===== src/rtl/id_ex_hazard_reg.sv =====
// ID/EX pipeline register with load-use hazard detection, WB-to-ID bypass,
// bubble insertion on flush/hazard, memory-stall freeze and a saturating bubble counter.
module id_ex_hazard_reg #(
  parameter int DATA_W = 16,
  parameter int REG_AW = 3,
  parameter int CNT_W  = 16
) (
  input  logic              clk,
  input  logic              rst,
  input  logic              id_valid,
  input  logic [REG_AW-1:0] id_rs,
  input  logic [REG_AW-1:0] id_rt,
  input  logic [REG_AW-1:0] id_write_reg,
  input  logic              id_uses_rs,
  input  logic              id_uses_rt,
  input  logic [DATA_W-1:0] id_rs_data,
  input  logic [DATA_W-1:0] id_rt_data,
  input  logic [DATA_W-1:0] id_imm,
  input  logic [3:0]        id_alu_op,
  input  logic              id_alu_src,
  input  logic              id_reg_write,
  input  logic              id_mem_read,
  input  logic              id_mem_write,
  input  logic              id_mem_to_reg,
  input  logic              wb_reg_write,
  input  logic [REG_AW-1:0] wb_write_reg,
  input  logic [DATA_W-1:0] wb_data,
  input  logic              branch_flush,
  input  logic              ext_stall,
  output logic              id_ex_valid,
  output logic              id_ex_reg_write,
  output logic              id_ex_mem_read,
  output logic              id_ex_mem_write,
  output logic              id_ex_mem_to_reg,
  output logic              id_ex_alu_src,
  output logic [REG_AW-1:0] id_ex_rs,
  output logic [REG_AW-1:0] id_ex_rt,
  output logic [REG_AW-1:0] id_ex_write_reg,
  output logic [DATA_W-1:0] id_ex_rs_data,
  output logic [DATA_W-1:0] id_ex_rt_data,
  output logic [DATA_W-1:0] id_ex_imm,
  output logic [3:0]        id_ex_alu_op,
  output logic              pc_write_en,
  output logic              if_id_write_en,
  output logic              load_use_stall,
  output logic [CNT_W-1:0]  stall_cycles
);

  logic              rs_hit;
  logic              rt_hit;
  logic              wb_live;
  logic [DATA_W-1:0] rs_data_byp;
  logic [DATA_W-1:0] rt_data_byp;

  always_comb begin
    rs_hit = id_uses_rs && (id_rs == id_ex_write_reg);
    rt_hit = id_uses_rt && (id_rt == id_ex_write_reg);
    // A taken branch kills the ID instruction, so its dependency is irrelevant.
    load_use_stall = id_valid && id_ex_valid && id_ex_mem_read
                     && (id_ex_write_reg != '0) && (rs_hit || rt_hit)
                     && !branch_flush;
    pc_write_en    = !(ext_stall || load_use_stall);
    if_id_write_en = !(ext_stall || load_use_stall);
  end

  always_comb begin
    wb_live     = wb_reg_write && (wb_write_reg != '0);
    rs_data_byp = (wb_live && (wb_write_reg == id_rs)) ? wb_data : id_rs_data;
    rt_data_byp = (wb_live && (wb_write_reg == id_rt)) ? wb_data : id_rt_data;
  end

  always_ff @(posedge clk) begin
    if (rst) begin
      id_ex_valid      <= 1'b0;
      id_ex_reg_write  <= 1'b0;
      id_ex_mem_read   <= 1'b0;
      id_ex_mem_write  <= 1'b0;
      id_ex_mem_to_reg <= 1'b0;
      id_ex_alu_src    <= 1'b0;
      id_ex_rs         <= '0;
      id_ex_rt         <= '0;
      id_ex_write_reg  <= '0;
      id_ex_rs_data    <= '0;
      id_ex_rt_data    <= '0;
      id_ex_imm        <= '0;
      id_ex_alu_op     <= '0;
      stall_cycles     <= '0;
    end else if (ext_stall) begin
      // Freeze everything, including a pending flush; EX re-asserts it afterwards.
    end else if (branch_flush || load_use_stall) begin
      id_ex_valid      <= 1'b0;
      id_ex_reg_write  <= 1'b0;
      id_ex_mem_read   <= 1'b0;
      id_ex_mem_write  <= 1'b0;
      id_ex_mem_to_reg <= 1'b0;
      id_ex_alu_src    <= 1'b0;
      id_ex_rs         <= '0;
      id_ex_rt         <= '0;
      id_ex_write_reg  <= '0;
      id_ex_rs_data    <= '0;
      id_ex_rt_data    <= '0;
      id_ex_imm        <= '0;
      id_ex_alu_op     <= '0;
      if (load_use_stall && (stall_cycles != '1))
        stall_cycles <= stall_cycles + CNT_W'(1);
    end else begin
      id_ex_valid      <= id_valid;
      id_ex_reg_write  <= id_reg_write  && id_valid;
      id_ex_mem_read   <= id_mem_read   && id_valid;
      id_ex_mem_write  <= id_mem_write  && id_valid;
      id_ex_mem_to_reg <= id_mem_to_reg && id_valid;
      id_ex_alu_src    <= id_alu_src    && id_valid;
      id_ex_rs         <= id_rs;
      id_ex_rt         <= id_rt;
      id_ex_write_reg  <= id_write_reg;
      id_ex_rs_data    <= rs_data_byp;
      id_ex_rt_data    <= rt_data_byp;
      id_ex_imm        <= id_imm;
      id_ex_alu_op     <= id_alu_op;
    end
  end

endmodule


===== config.mk =====
export PLATFORM = sky130hd
export DESIGN_NAME = id_ex_hazard_reg
export DESIGN_NICKNAME = d
export VERILOG_FILES = /design/src/rtl/id_ex_hazard_reg.sv
export SDC_FILE = /design/constraint.sdc
export NUM_CORES = 1
export LEC_CHECK = 0
export CORE_UTILIZATION = 41
export CTS_BUF_LIST = sky130_fd_sc_hd__clkbuf_8
export DETAILED_ROUTE_END_ITERATION = 10
export HOLD_SLACK_MARGIN = 0.15
export PLACE_DENSITY = 0.91
export SYNTH_ARGS = -nofsm -noshare
export SYNTH_HDL_FRONTEND = slang
export SYNTH_SLANG_ARGS = --single-unit

===== constraint.sdc =====
create_clock -name clk -period 2.4 [get_ports clk]
set_input_delay 0.24 -clock clk [delete_from_list [all_inputs] [get_ports clk]]
set_output_delay 0.24 -clock clk [all_outputs]
set_load 0.03 [all_outputs]

# Word level (Yosys, flattened, before mapping)
# Index checks and enable logic that the tools add are counted.
# word_totals
ram_bits	0
register_bits	83
mem_count	0
word_cells	60
output_inout_bits	86
romBits	0
latchBits	0
input_bits	93
# op_classes
reduce_logical	24
mux	15
addsub	1
bitwise	1
div_mod_pow	0
mul	0
n_shift	0
eq_ne	5
order_cmp	0
# ops
op	count
$mux W16	5
$add A16 B1 Y16 const B	1
$logic_and A1 B1 Y1	16
$ne A16 B16 Y1 const B	1
$eq A3 B3 Y1	4
$mux W3	3
$mux W1	6
$reduce_bool A3 Y1	2
$mux W4	1
$logic_or A1 B1 Y1	3
$reduce_and A3 Y1	1
$logic_not A1 Y1	2
$not A1 Y1	1

# Depth between registers and ports, before layout
# Gate-level depths: netlist (run 1).
# logic_depth
ltp_word	7
ltp_mapped	9
mapped_depth_nobuf	5

# Worst setup path before layout (run 1)
# Ideal clock, no wire load.
# synth_timing
kind	flip-flop to output port
start	register id_ex_write_reg[1]
end	output port pc_write_en
path_stages_with_launch	10
required_time_ns	2.160
path_slack_ns	-0.393
path_buffers	4
arrival_ns	2.553
cell_sequence	dfxtp_1 xnor2_1 nand4_1 a211o_1 buf_6 buf_6 buf_2 nor2_1 nor2_1 buf_4
# synth_via
elab_chain_len	7
elab_cells_between_ends	11
cone_classes	2 x eq/ne; 9 x reduce/logical
# synth_rtl
element	line_no	text
start, declared	38	output logic [REG_AW-1:0] id_ex_write_reg,
start signal, assigned	115	id_ex_write_reg <= id_write_reg;
$eq A3 B3 Y1 (on tied branches)	56, 57	
$logic_and A1 B1 Y1 (on tied branches)	56, 57	
$logic_or A1 B1 Y1	60	&& (id_ex_write_reg != '0) && (rs_hit || rt_hit)
$logic_and A1 B1 Y1 *	60	
$logic_and A1 B1 Y1 *	61	&& !branch_flush;
named net load_use_stall	45	output logic load_use_stall,
$logic_or A1 B1 Y1 *	n/a	
$logic_not A1 Y1 *	n/a	
end, declared	43	output logic pc_write_en,
# Mark *: on every way through the listed nets, which the timed path passes. The rest lies on a longest branch.

# Worst setup path after layout (run 1)
# layout_timing
start	register id_ex_write_reg[1]
end	output port pc_write_en
# layout_via
elab_chain_len	7
elab_cells_between_ends	11
cone_classes	2 x eq/ne; 9 x reduce/logical
# layout_rtl
element	line_no	text
$eq A3 B3 Y1 (on tied branches)	56, 57	
$logic_and A1 B1 Y1 (on tied branches)	56, 57	
$logic_or A1 B1 Y1	60	
$logic_and A1 B1 Y1 *	60	
$logic_and A1 B1 Y1 *	61	
$logic_or A1 B1 Y1 *	62	pc_write_en = !(ext_stall || load_use_stall);
$logic_not A1 Y1 *	62	
# Every way passes the cells marked *; elsewhere a longest branch is shown, timed or not.

==> results of run 1 <==
metal layers:
| layer | vias up | wire (um) | share of wire |
|---|---|---|---|
| met5 | - | 0 | 0 |
| met4 | 0 | 231 | 0.022 |
| met3 | 20 | 545 | 0.051 |
| met2 | 122 | 5460 | 0.51 |
| met1 | 1647 | 4390 | 0.41 |
| li1 | 1655 | - | - |
what timing repair did:
| action | 4_1_cts | 5_1_grt |
|---|---|---|
| hold endpoints to repair | 0 | 0 |
| setup endpoints to repair | 2 | 0 |
| gates resized for setup | 2 | 0 |
worst paths after layout:
| check | startpoint | endpoint | slack [ns] |
|---|---|---|---|
| worst min register to register | id_ex_rt_data[1] | id_ex_rt_data[1] | 0.46 |
| worst max-delay path | id_ex_write_reg[1] | pc_write_en | 0.23 |
| worst max register to register | id_ex_write_reg[1] | stall_cycles[5] | 0.32 |
| worst min-delay path | id_ex_rt_data[1] | id_ex_rt_data[1] | 0.46 |
Yosys cell counts, types with 2 or more instances:
cell      number
buf_6          5
clkbuf_1      15
a211oi_1       2
nor2b_1        6
or3_1          2
or3b_1         2
nand2_1       37
or4_1          9
mux2i_1       32
nor2_1         8
a22o_1        30
nor3_1         6
a21oi_1       11
mux2_2         3
and3_1         7
o21ai_0       34
a32o_1         5
and2_1         2
xnor2_1       10
buf_4          2
dfxtp_1       83
nand4_1        5
o211ai_4       2
buf_2          2
nand3_1        9
o31ai_1        9
mux2_1         2
power by group:
group / switching [mW] / internal (mW) / total (mW) / leakage [nW]
registers: 0.0267 / 1.42 / 1.45 / 0.677
logic: 0.244 / 0.289 / 0.533 / 1.48
clock network: 0.527 / 0.593 / 1.12 / 0.102
cell type report:
type / instances / share of cell area
multi-input combinational: 240 / 0.298
tap: 105 / 0.0230
clock inverter: 7 / 0.0176
inverter: 1 / 0.000658
clock buffer: 9 / 0.0217
sequential: 83 / 0.292
timing repair buffer: 198 / 0.347
kinds of logic after synthesis:
| logic type | count (synthesis) | share of synthesized area |
|---|---|---|
| and+or+nand+nor | 97 | 0.148 |
| DFF | 83 | 0.476 |
| buffers and inverters | 25 | 0.0405 |
| AOI/OAI and AO/OA | 95 | 0.199 |
| muxes | 37 | 0.108 |
| adders and majority gates | 1 | 0.00359 |
| xor gates and xnor gates | 10 | 0.0251 |
through the flow:
step	TNS, ns	instances	setup slack [ns]	cell area (um^2)
3_3_place_gp	0	627	0.0255	5480
3_5_place_dp	-0.159	627	-0.0288	5480
5_1_grt	0	643	0.126	5700
6_report	0	643	0.234	5700
2_1_floorplan	0	348	0.119	3500
4_1_cts	0	643	0.204	5700
worst max-delay path, stage by stage (launching register included):
cell,delay (ns)
dfxtp_2,0.41
xnor2_1,0.14
nand4_1,0.12
a211o_1,0.41
nor2_4,0.12
nor2_1,0.05
dlygate4sd2_1,0.35
==> results.yml, run 1 <==
yosys:
  synth_ff_type: "dfxtp_1"
  syn_avg_cell_area_um2: 10.0
  async_reset_ff_frac: 0
  yosysUniqueCellTypes: 35
  syn_nets: 442
  synth-seq-cells: 83
  ys_warn_count: 0
  syn_inst: 348
  yosysSeqAreaShare: 0.476
  synthesis.area_um2: 3490
  yosysTopAreaCellShare: 0.476
  synth_area_leaders: "dfxtp_1 48%, mux2i_1 9.2%, a22o_1 7.5%"
  yosysTopAreaCell: "dfxtp_1"
  synth_edf_count: 0
global_routing:
  grt_use_total: 0.236
  grt_overflow: 0
  met2_usage: 0.417
  met1_usage: 0.281
  antenna_found_initial: 0
  use_met3: 0.0405
  grt_pass1_wl_um: 16300
  grt_max_degree: 45
  grt.busiest_layer: "met2"
  grt_pass1_vias: 3431
clock_tree:
  cts_tree: "done"
  cts_sinks: 83
  clock_latency_ns: 0.34
  htreeDepth: 3
  post_cts_buffers: 0
  cts_hold_buf: 0
  numCtsBuffers: 9
  cts.root.buffer_cell: "clkbuf_8"
  cts.path.max_buffers: 2
  clkTransAtPathRegs_ns: 0.10
sta:
  hold_ws_ns: 0.465
  slew_headroom: 0.305
  fmax_mhz: 462
  fin_crit_sh: 0.903
  tightestPinTransition_ns: 1.04
  rsz0062_at_grt: "false"
  period_minus_slack_ns: 2.17
  skew_ns: 0.0159
  maxSlewViolCount: 0
  final-setup-viol-count: 0
  hold_viol: 0
setup_path:
  path_max_fanout: 5
  required_ns: 2.16
  cp.arrival_ns: 1.93
  path_class: "register to output port"
  r2r_cells: 6
  end_kind: "output port"
  start_kind: "register"
routing:
  detail_route.first_pass.iterations: 4
  antenna_left: 0
  drtIter0Drc: 107
  via_per_inst: 5.36
  post_drt_wl_per_cell_um: 16.5
  wl_um: 10600
  via_count: 3444
  drc: 0
cells_and_area:
  fillCellCount: 604
  layout.nets: 627
  final_cell_mix: "175 x clkdlybuf4s50_1, 80 x dfxtp_1, 37 x nand2_1, 34 x o21ai_0, 32 x mux2i_1"
  insertedDiodeCount: 0
  syn_to_final_growth_pct: 63.5
  final_core_util: 0.694
  drive_gt1_frac: 0.0929
  seqCellArea_um2: 1670
  multi_input_area_um2: 1700
  layout_commonest_cell: "clkdlybuf4s50_1"
min_path:
  whs_path_depth: 2
  worst_hold_path_type: "register to register"
floorplan:
  dieHeight_um: 94.2
  die-area_um2: 8880
  die-width_um: 94.2
  placementRows: 33
  io-pin-count: 179
  core-area_um2: 8220
  start_util: 0.425
placement:
  gp_congestion: 0.911
  dp_hpwl_um: 7930
  io_buffers: 178
run_status:
  outcome: "complete, no violations"
power_and_ir_drop:
  p_leak_nw: 2.26
  p_per_area_nw_per_um2: 544
  p_total_mw: 3.10
  peakVddDrop_mv: 0.293
run:
  cap_violations: 0
(Power assumes the default switching activity.)
==> run 2: changes to the inputs <==
Settings changed: CTS_BUF_LIST sky130_fd_sc_hd__clkbuf_8 to sky130_fd_sc_hd__clkbuf_4, SLEW_MARGIN set to 40.
==> results.yml, run 2 (same netlist as run 1, synthesis figures left out) <==
global_routing:
  grt_use_total: 0.237
  grt_pass1_vias: 3535
  grt_max_degree: 33
  grt_overflow: 0
  antenna_found_initial: 0
  grt_pass1_wl_um: 16400
run:
  cap_violations: 0
setup_path:
  r2r_end: "stall_cycles[5]"
  start_kind: "register"
  path_max_fanout: 5
  required_ns: 2.16
  path_class: "register to output port"
  regToRegSetupSlack_ns: 0.27
  r2r_cells: 6
  r2r-start: "stall_cycles[9]"
  cp.arrival_ns: 2.03
  end_kind: "output port"
placement:
  gp_congestion: 0.911
  dp_hpwl_um: 8100
  io_buffers: 178
power_and_ir_drop:
  p_leak_nw: 2.25
  peakVddDrop_mv: 0.318
  p_per_area_nw_per_um2: 516
sta:
  tns_ns: 0
  hold_viol: 0
  final-setup-viol-count: 0
  fin_crit_sh: 0.947
  rsz0062_at_grt: "false"
  maxSlewViolCount: 0
  fmax_mhz: 440
  tightestPinTransition_ns: 0.584
  period_minus_slack_ns: 2.27
  skew_ns: 0.0279
  slew_headroom: 0.611
cells_and_area:
  insertedDiodeCount: 0
  seqCellArea_um2: 1670
  layout_commonest_cell: "clkdlybuf4s50_1"
  drive_gt1_frac: 0.0963
  final_cell_mix: "175 x clkdlybuf4s50_1, 80 x dfxtp_1, 37 x nand2_1, 34 x o21ai_0, 32 x mux2i_1"
  multi_input_area_um2: 1700
  fillCellCount: 619
  syn_to_final_growth_pct: 63.1
  final_core_util: 0.692
  layout.nets: 629
clock_tree:
  clkTransAtPathRegs_ns: 0.14
  htreeDepth: 3
  numCtsBuffers: 9
  cts_tree: "done"
  cts_hold_buf: 0
  cts.path.max_buffers: 2
  cts.root.buffer_cell: "clkbuf_4"
  clock_latency_ns: 0.43
  cts_sinks: 83
routing:
  via_count: 3535
  via_per_inst: 5.48
  detail_route.first_pass.iterations: 4
  post_drt_wl_per_cell_um: 16.6
  wl_um: 10700
  drc: 0
  drtIter0Drc: 94
  antenna_left: 0
min_path:
  min_to: "id_ex_write_reg[0]"
  whs_path_depth: 2
  hold_start: "id_write_reg[0]"
  worst_hold_path_type: "input pin to register"
floorplan:
  start_util: 0.425
  placementRows: 33
  die-width_um: 94.2
  die-area_um2: 8880
  io-pin-count: 179
  dieHeight_um: 94.2
  core-area_um2: 8220
run_status:
  outcome: "complete, no violations"
## run 2: per-layer routing
| layer | track usage | up-vias | routed length [um] |
|---|---|---|---|
| met5 | 0 | - | 0 |
| met4 | 0.100 | 0 | 212 |
| met3 | 0.0364 | 20 | 578 |
| met2 | 0.432 | 148 | 5630 |
| met1 | 0.271 | 1706 | 4310 |
| li1 | - | 1661 | - |
## run 2: how the worst max path moves through the flow
stage / startpoint / endpoint / cells past startpoint
2_1_floorplan: id_ex_write_reg[1] / pc_write_en / 9
3_3_place_gp: id_rt[0] / pc_write_en / 7
3_5_place_dp: id_rt[2] / stall_cycles[15] / 7
4_1_cts: id_ex_write_reg[1] / pc_write_en / 6
5_1_grt: id_ex_write_reg[1] / pc_write_en / 6
6_report: id_ex_write_reg[1] / pc_write_en / 6
## run 2: per-stage QoR
step / cell area [um^2] / power [mW] / hold slack, ns / instances / setup WS [ns]
2_1_floorplan: 3500 / 1.70 / 0.373 / 348 / 0.119
3_3_place_gp: 5480 / 2.00 / 0.435 / 627 / 0.0255
3_5_place_dp: 5520 / 2.02 / 0.445 / 629 / -0.0327
4_1_cts: 5690 / 2.96 / 0.378 / 645 / 0.0835
5_1_grt: 5690 / 3.05 / 0.400 / 645 / 0.0488
6_report: 5690 / 2.93 / 0.417 / 645 / 0.128
## run 2: final cells by class
cell class                 instances  area share
timing repair buffer             200       0.355
tap                              105      0.0231
clock inverter                     7      0.0176
multi-input combinational        240       0.299
sequential                        83       0.293
clock buffer                       9      0.0119
inverter                           1    0.000660
## run 2: where the power goes
group / switching [mW] / total [mW] / internal, mW
clock network: 0.513 / 0.942 / 0.429
logic: 0.245 / 0.541 / 0.296
registers: 0.0264 / 1.45 / 1.42
total: 0.784 / 2.93 / 2.15
## run 2: critical path: stages (launching register included)
cell and delay (ns):
dfxtp_2 0.42, xnor2_1 0.13, nand4_1 0.12, a211o_1 0.41
nor2_4 0.13, nor2_1 0.06, dlygate4sd2_1 0.35
## run 2: what timing repair did
action	4_1_cts	5_1_grt
setup buffers	0	0
resized for setup	2	0
setup endpoints to repair	2	0
